--- src/rtl/pipe_stage_pkg.sv ---
// Shared types for the pipeline-stage register: occupancy encoding and helpers.
package pipe_stage_pkg;

    // Encoded so that the state value is the entry count.
    typedef enum logic [1:0] {
        OCC_EMPTY = 2'd0,
        OCC_ONE   = 2'd1,
        OCC_TWO   = 2'd2
    } occ_t;

    // Request bits carried beside every payload (dREN, dWEN).
    localparam int unsigned REQ_BITS = 2;

    function automatic logic [1:0] occ_count(input occ_t s);
        return logic'(s[1]) ? 2'd2 : (logic'(s[0]) ? 2'd1 : 2'd0);
    endfunction

endpackage

--- src/rtl/pipe_entry_reg.sv ---
// One stage entry: payload plus pending dREN/dWEN request bits.
// Control priority: clear (to BUBBLE) > load > request clear.
module pipe_entry_reg
    import pipe_stage_pkg::*;
#(
    parameter int unsigned       WIDTH  = 32,
    parameter logic [WIDTH-1:0]  BUBBLE = '0
) (
    input  logic             CLK,
    input  logic             nRST,
    input  logic             load_i,
    input  logic             clear_i,
    input  logic             req_clr_i,
    input  logic [WIDTH-1:0] data_i,
    input  logic             dren_i,
    input  logic             dwen_i,
    output logic [WIDTH-1:0] data_o,
    output logic             dren_o,
    output logic             dwen_o
);

    // Width-dependent entry layout {payload, dREN, dWEN}.
    typedef struct packed {
        logic [WIDTH-1:0]    payload;
        logic [REQ_BITS-1:0] req;
    } pipe_entry_t;

    pipe_entry_t entry_q, entry_d;

    // Next entry value from clear/load/retire controls.
    always_comb begin
        entry_d = entry_q;
        if (clear_i) begin
            entry_d.payload = BUBBLE;
            entry_d.req     = '0;
        end else if (load_i) begin
            entry_d.payload = data_i;
            entry_d.req     = {dren_i, dwen_i};
        end else if (req_clr_i) begin
            entry_d.req     = '0;
        end
    end

    // Entry storage, reset to an empty bubble.
    always_ff @(posedge CLK or negedge nRST) begin
        if (!nRST) begin
            entry_q.payload <= BUBBLE;
            entry_q.req     <= '0;
        end else begin
            entry_q <= entry_d;
        end
    end

    assign data_o = entry_q.payload;
    assign dren_o = entry_q.req[1];
    assign dwen_o = entry_q.req[0];

endmodule

--- src/rtl/pipe_stage_skid.sv ---
// Pipeline-stage register with valid/ready handshake, optional two-entry skid
// buffer, flush-to-bubble and head data-memory request tracking.
module pipe_stage_skid
    import pipe_stage_pkg::*;
#(
    parameter int unsigned       WIDTH  = 32,
    parameter int unsigned       SKID   = 1,
    parameter logic [WIDTH-1:0]  BUBBLE = '0
) (
    input  logic             CLK,
    input  logic             nRST,
    input  logic             in_valid,
    output logic             in_ready,
    input  logic [WIDTH-1:0] in_data,
    input  logic             in_dREN,
    input  logic             in_dWEN,
    output logic             out_valid,
    input  logic             out_ready,
    output logic [WIDTH-1:0] out_data,
    output logic             out_dREN,
    output logic             out_dWEN,
    input  logic             dhit,
    input  logic             flush,
    output logic [1:0]       occupancy
);

    occ_t occ_q, occ_d;

    logic             push, pop;
    logic             head_load, head_from_skid, skid_load;
    logic [WIDTH-1:0] head_data_in, head_data, skid_data;
    logic             head_dren_in, head_dwen_in;
    logic             head_dren, head_dwen, skid_dren, skid_dwen;

    assign out_valid = (occ_q != OCC_EMPTY);
    assign push      = in_valid & in_ready;
    assign pop       = out_valid & out_ready;

    // Occupancy transitions and head/skid load steering; flush overrides all.
    always_comb begin
        occ_d          = occ_q;
        head_load      = 1'b0;
        head_from_skid = 1'b0;
        skid_load      = 1'b0;
        if (flush) begin
            occ_d = OCC_EMPTY;
        end else begin
            case (occ_q)
                OCC_EMPTY: begin
                    if (push) begin
                        head_load = 1'b1;
                        occ_d     = OCC_ONE;
                    end
                end
                OCC_ONE: begin
                    if (push && pop) begin
                        head_load = 1'b1;
                    end else if (push && (SKID != 0)) begin
                        skid_load = 1'b1;
                        occ_d     = OCC_TWO;
                    end else if (pop) begin
                        occ_d = OCC_EMPTY;
                    end
                end
                OCC_TWO: begin
                    if (pop) begin
                        head_load      = 1'b1;
                        head_from_skid = 1'b1;
                        occ_d          = OCC_ONE;
                    end
                end
                default: occ_d = OCC_EMPTY;
            endcase
        end
    end

    // Occupancy state register.
    always_ff @(posedge CLK or negedge nRST) begin
        if (!nRST) occ_q <= OCC_EMPTY;
        else       occ_q <= occ_d;
    end

    // Head refills from skid when draining TWO, otherwise from the input.
    always_comb begin
        head_data_in = in_data;
        head_dren_in = in_dREN;
        head_dwen_in = in_dWEN;
        if (head_from_skid) begin
            head_data_in = skid_data;
            head_dren_in = skid_dren;
            head_dwen_in = skid_dwen;
        end
    end

    // A pop refill takes priority over dhit inside the entry register, so the
    // new head keeps its own request bits.
    pipe_entry_reg #(.WIDTH(WIDTH), .BUBBLE(BUBBLE)) u_head (
        .CLK       (CLK),
        .nRST      (nRST),
        .load_i    (head_load),
        .clear_i   (flush),
        .req_clr_i (dhit & out_valid),
        .data_i    (head_data_in),
        .dren_i    (head_dren_in),
        .dwen_i    (head_dwen_in),
        .data_o    (head_data),
        .dren_o    (head_dren),
        .dwen_o    (head_dwen)
    );

    generate
        if (SKID != 0) begin : g_skid
            logic in_ready_q;

            pipe_entry_reg #(.WIDTH(WIDTH), .BUBBLE(BUBBLE)) u_skid (
                .CLK       (CLK),
                .nRST      (nRST),
                .load_i    (skid_load),
                .clear_i   (flush),
                .req_clr_i (1'b0),
                .data_i    (in_data),
                .dren_i    (in_dREN),
                .dwen_i    (in_dWEN),
                .data_o    (skid_data),
                .dren_o    (skid_dren),
                .dwen_o    (skid_dwen)
            );

            // Registered ready taken from next state so it drops with TWO.
            always_ff @(posedge CLK or negedge nRST) begin
                if (!nRST) in_ready_q <= 1'b1;
                else       in_ready_q <= (occ_d != OCC_TWO);
            end

            assign in_ready = in_ready_q;
        end else begin : g_noskid
            assign skid_data = '0;
            assign skid_dren = 1'b0;
            assign skid_dwen = 1'b0;
            assign in_ready  = ~out_valid | out_ready;
        end
    endgenerate

    assign out_data  = head_data;
    assign out_dREN  = head_dren & out_valid;
    assign out_dWEN  = head_dwen & out_valid;
    assign occupancy = occ_count(occ_q);

endmodule

--- config.mk ---
export PLATFORM = sky130hd
export DESIGN_NAME = pipe_stage_skid
export DESIGN_NICKNAME = d
export VERILOG_FILES = /design/src/rtl/pipe_stage_pkg.sv /design/src/rtl/pipe_entry_reg.sv /design/src/rtl/pipe_stage_skid.sv
export SDC_FILE = /design/constraint.sdc
export NUM_CORES = 1
export LEC_CHECK = 0
export BUFFER_PORTS_ARGS = -buffer_cell sky130_fd_sc_hd__buf_2
export CAP_MARGIN = 20
export CORE_MARGIN = 2
export CORE_UTILIZATION = 56
export CTS_CLUSTER_DIAMETER = 60
export DETAILED_ROUTE_END_ITERATION = 6
export MAX_ROUTING_LAYER = met4
export PLACE_DENSITY = 0.84
export SLEW_MARGIN = 20
export SYNTH_ARGS = -nofsm -noshare
export SYNTH_HDL_FRONTEND = slang
export SYNTH_SLANG_ARGS = --single-unit
--- constraint.sdc ---
create_clock -name CLK -period 2.78 [get_ports CLK]
set_input_delay 0.278 -clock CLK [delete_from_list [all_inputs] [get_ports CLK]]
set_output_delay 0.278 -clock CLK [all_outputs]
set_load 0.005 [all_outputs]
### Yosys cells after proc, flatten, opt, wreduce, memory -nomap -nowiden

Index checks and enable logic that the tools add are counted.

* register bits after elaboration: 71
* word-level logic and storage cells: 49

* equal/unequal tests: 3
* mux-type cells: 29
* bitwise operators: 5
* reduce and logical (&&, ||, !) cells: 6

Operators with widths (count)
* 2-to-1 mux 32 bit: 3
* 2-to-1 mux 34 bit: 2
* 2-to-1 mux 2 bit: 10
* 2-to-1 mux 1 bit: 12
* case mux 2 bit (3 select lines): 1
* nonzero test 2 bit: 3
* bitwise AND 1 bit: 5
* case mux 1 bit (3 select lines): 1
* nonzero test 3 bit: 1
* == test 2 x 1 -> 1 bit (second input constant): 1
* == test 2 bit (second input constant): 1
* zero test 2 bit: 1
* != test 2 bit (second input constant): 1
* logical AND 1 bit: 1

### Logic depth before layout (Yosys ltp)

* depth in word-level cells: 8
* depth in mapped cells: 7

### Hierarchy

A second synthesis with hierarchy kept.

* cell total of the unflattened synthesis: 289
* area, all modules: 3413.3 um^2

Modules (own cells, without submodules)
* pipe_entry_reg: instances 2, cells each 112, area an instance 1376.3 um^2, sequential area each 850.8 um^2
* pipe_stage_skid: instances 1, cells each 65, area an instance 660.6 um^2, sequential area each 76.3 um^2

### Worst setup path after synthesis

No wires, ideal clock.

* kind: flip-flop to flip-flop
* start point: register occ_q[1]
* end point: register u_head.entry_q, in the netlist u_head.data_o[12]
* arrival time: 1279 ps
* path slack: 1379 ps
* cell stages (with the launch flop): 7
* clock period less this slack: 1401 ps
* cells stage by stage: dfrtp_1 > nand3b_1 > o211a_1 > buf_4 > buf_2 > nand2_1 > o21ai_2

* cells in the longest elaborated chain, start to end: 8

Ends and longest elaborated chain
* start, declared: RTL line pipe_stage_skid.sv:27 `occ_t occ_q, occ_d;`
* start signal, assigned: RTL line pipe_stage_skid.sv:79 `if (!nRST) occ_q <= OCC_EMPTY;`
* start signal, assigned: RTL line pipe_stage_skid.sv:80 `else occ_q <= occ_d;`
* nonzero test 2 bit: RTL line pipe_stage_skid.sv:35 `assign out_valid = (occ_q != OCC_EMPTY);`
* bitwise AND 1 bit: RTL line pipe_stage_skid.sv:37 `assign pop = out_valid & out_ready;`
* 2-to-1 mux 1 bit: RTL line pipe_stage_skid.sv:66 `if (pop) begin`
* 2-to-1 mux 1 bit: RTL line pipe_stage_skid.sv:48 `case (occ_q)`
* 2-to-1 mux 1 bit: RTL line pipe_stage_skid.sv:45 `if (flush) begin`
* 2-to-1 mux 32 bit: RTL line pipe_stage_skid.sv:88 `if (head_from_skid) begin`
* 2-to-1 mux 32 bit: RTL line pipe_entry_reg.sv:36 `end else if (load_i) begin`
* 2-to-1 mux 34 bit: RTL line pipe_entry_reg.sv:33 `if (clear_i) begin`
* end signal, assigned: RTL line pipe_entry_reg.sv:50 `entry_q <= entry_d;`
* end, declared: RTL line pipe_entry_reg.sv:28 `pipe_entry_t entry_q, entry_d;`

Parallel ways exist; a longest one is shown, timed or not. The select of a mux whose other input is x is not followed.
A chain may end at the register's enable or synchronous reset.

### Worst setup path in the final report

* start point: register occ_q[1]
* end point: register u_head.entry_q, in the netlist u_head.data_o[0]

Same word-level chain as after synthesis.

==> impl_metrics.py <==
metrics = {
    "cts": {
        "cts_setup_buffers": 0,
        "cts.htree.levels": 3,
        "cts.sinks": 71,
        "cts_resized": 0,
        "numCtsBuffers": 9,
        "cts_tree": "done",
        "ctsRootBufferMaster": "clkbuf_8",
        "worstSkewPairLatency_ns": 0.34,
        "clk_path_buf_depth": 2,
        "clk_pin_slew_ns": 0.07,
    },
    "power_and_ir_drop": {
        "power.density_nw_per_um2": 593,
        "irDropWorstVdd_v": 0.000468,
        "leakage_nw": 1.80,
    },
    "grt": {
        "overflow": 0,
        "grt_first_pass_wirelength_um": 10700,
        "grt_max_degree": 44,
        "grtUsageTotal_pct": 23.4,
        "grt_pass1_vias": 2255,
        "antenna_found_initial": 0,
    },
    "placed_design": {
        "gp_congestion": 0.840,
        "dpl_cell_area_sq_um": 3440,
        "io_buffers": 77,
        "dpl.cell_count": 383,
        "hpwl_um": 4220,
    },
    "timing": {
        "finalCriticalPeriod_ns": 1.84,
        "slew_violations": 0,
        "fin_skew_ns": 0.0111,
        "finalSetupTns_ns": 0,
        "max_slew.worst_pin.slew_ns": 0.769,
        "finalSetupViolations": 0,
        "grt_setup_unrepaired": "no",
        "slew-limit-headroom_pct": 48.8,
        "fmax_mhz": 543,
        "finalCritPeriodShare_pct": 66.3,
        "hold_viol": 0,
    },
    "cells_and_area": {
        "layout_common_cells": "77 x buf_2, 70 x dfrtp_1, 35 x nand2_1, 34 x mux2i_1, 34 x a22o_1",
        "diodes": 0,
        "area.growth.synth_to_final_pct": 19.1,
        "drive_gt1_share_pct": 32.8,
        "fin_area_sq_um": 3650,
        "nFillCells": 415,
        "final_common_cell": "buf_2",
        "final_cells": 399,
        "multiInputGateArea_sq_um": 1140,
        "layout.nets": 365,
        "register_area_sq_um": 1780,
    },
    "route": {
        "firstDrtPassIters": 4,
        "vias_per_cell": 5.49,
        "routed_wirelength_um": 6360,
        "wl_per_cell_um": 15.9,
        "routed-via-count": 2191,
        "postRouteAntennaNets": 0,
        "first_iter_violations": 128,
        "drcViolationCount": 0,
    },
    "critical_path": {
        "startpoint_type": "flop",
        "worstPathCellList": "nand3b_1 -> o21ai_0 -> nand2_1 -> buf_4 -> o21ai_1",
        "crit_type": "flop to flop",
        "crit_fanout": 22,
        "max_stage_delay_ns": 0.50,
        "cp.required_ns": 3.04,
        "critPathArrivalTime_ns": 2.10,
        "crit_slowest_cell": "dfrtp_1",
        "cp-end-kind": "flop",
    },
    "floorplanning": {
        "rows": 26,
        "die_height_um": 78.0,
        "core_sq_um": 5200,
        "start_util_pct": 58.9,
        "die-area_sq_um": 6080,
        "dieWidth_um": 78.0,
        "io_pins": 78,
    },
    "synthesis": {
        "synth_warnings": 0,
        "yosys.area.top_type_share_pct": 57.1,
        "yosysSeqAreaShare_pct": 58.0,
        "syn_nets": 289,
        "yosysTopAreaCell": "dfrtp_1",
        "synthTopCellsByArea": "dfrtp_1 57%, mux2i_1 11%, a22o_1 9.7%, o21ai_1 4.4%, nand2_1 4.3%",
        "ys_ff_latch": 71,
        "yosysUniqueCellTypes": 31,
        "syn_inst": 249,
        "avgSynthCellArea_sq_um": 12.3,
        "synthesis.area_sq_um": 3070,
    },
    "run_status": {
        "outcome": "finished clean",
    },
    "flow_run": {
        "drv_cap": 0,
    },
    "min_path": {
        "hold_class": "primary input to flop",
    },
}
critical path: cells and delay by family (launching register included):
kind / cells / cell delay [ns]
buffers and inverters: 1 / 0.35
and+or+nand+nor: 2 / 0.57
DFF: 1 / 0.50
AOI/OAI and AO/OA: 2 / 0.35
cells in the mapped netlist (all sizes together):
library cell	n
nand3	2
o21ai	35
clkbuf	3
o211a	1
and2b	1
buf	15
nor4	1
inv	2
a22o	34
xnor2	1
and2	2
or2	1
nor4b	1
dfrtp	70
mux2i	34
nand3b	2
dfstp	1
nand2	35
nor2b	1
o21a	1
nand2b	1
nor2	4
nor3	1
repair_timing:
item,4_1_cts,5_1_grt
setup endpoints to repair,0,0
hold endpoints to repair,28,0
hold buffers,1,0
routing by layer:
layer  part of all wire (%)  vias up  track usage [%]
li1                       -     1043                -
met1                     45     1076             30.8
met2                     48       62             35.5
met3                    5.3       10             5.00
met4                    1.5        0             10.0
met5                      0        -                -
where the power goes:
| group | switching [W] | internal (W) | leakage (nW) |
|---|---|---|---|
| clock | 0.000369 | 0.000458 | 0.0985 |
| sequential | 0.0000292 | 0.00108 | 0.964 |
| combinational | 0.000129 | 0.0000987 | 0.739 |
| total | 0.000527 | 0.00164 | 1.80 |
kinds of logic after synthesis:
kind of cell              count (synthesis)  share of synthesized area [%]
muxes                                    34                           11.1
xor gates and xnor gates                  1                          0.286
and+or+nand+nor                          52                           9.31
DFF                                      71                           58.0
AOI/OAI and AO/OA                        71                           16.4
buffers and inverters                    20                           4.94
metrics by stage:
stage	utilization (%)	setup slack [ns]	hold WS (ns)	total power, W
finish	70.2	0.937	0.186	0.00217
global route	70.2	0.776	0.172	0.00226
CTS	70.2	0.856	0.172	0.00219
detailed placement	66.2	0.864	0.350	0.00136
global placement	66.2	0.913	0.352	0.00135
floorplan	-	1.38	-0.0176	0.00124
layout make-up:
| cell class | count | area share (%) |
|---|---|---|
| Multi-Input combinational cell | 158 | 31.1 |
| Clock buffer | 12 | 4.25 |
| Sequential cell | 71 | 48.7 |
| Clock inverter | 3 | 1.16 |
| Timing Repair Buffer | 83 | 12.2 |
| Tap cell | 70 | 2.40 |
| Inverter | 2 | 0.206 |
path summary, 6_finish.rpt:
check,start,to,slack [ns],depth (start not counted)
worst max-delay path,occ_q[1],u_head.data_o[0],0.94,5
worst min register to register,u_head.data_o[12],u_head.data_o[12],0.48,2
min in group asynchronous,nRST,g_skid.u_skid.data_o[25],0.51,2
worst min-delay path,in_dREN,g_skid.u_skid.dren_o,0.19,2
max in group asynchronous,nRST,in_ready,1.58,3
worst max register to register,occ_q[1],u_head.data_o[0],0.94,5
state kept, by name, summed over array words and instances, names as in the netlist:
name,count
u_head.dwen_o,1
in_ready,1
g_skid.u_skid.data_o,32
u_head.dren_o,1
u_head.data_o,32
occ_q,2
g_skid.u_skid.dwen_o,1
g_skid.u_skid.dren_o,1
Power figures use the tool's default switching activity.
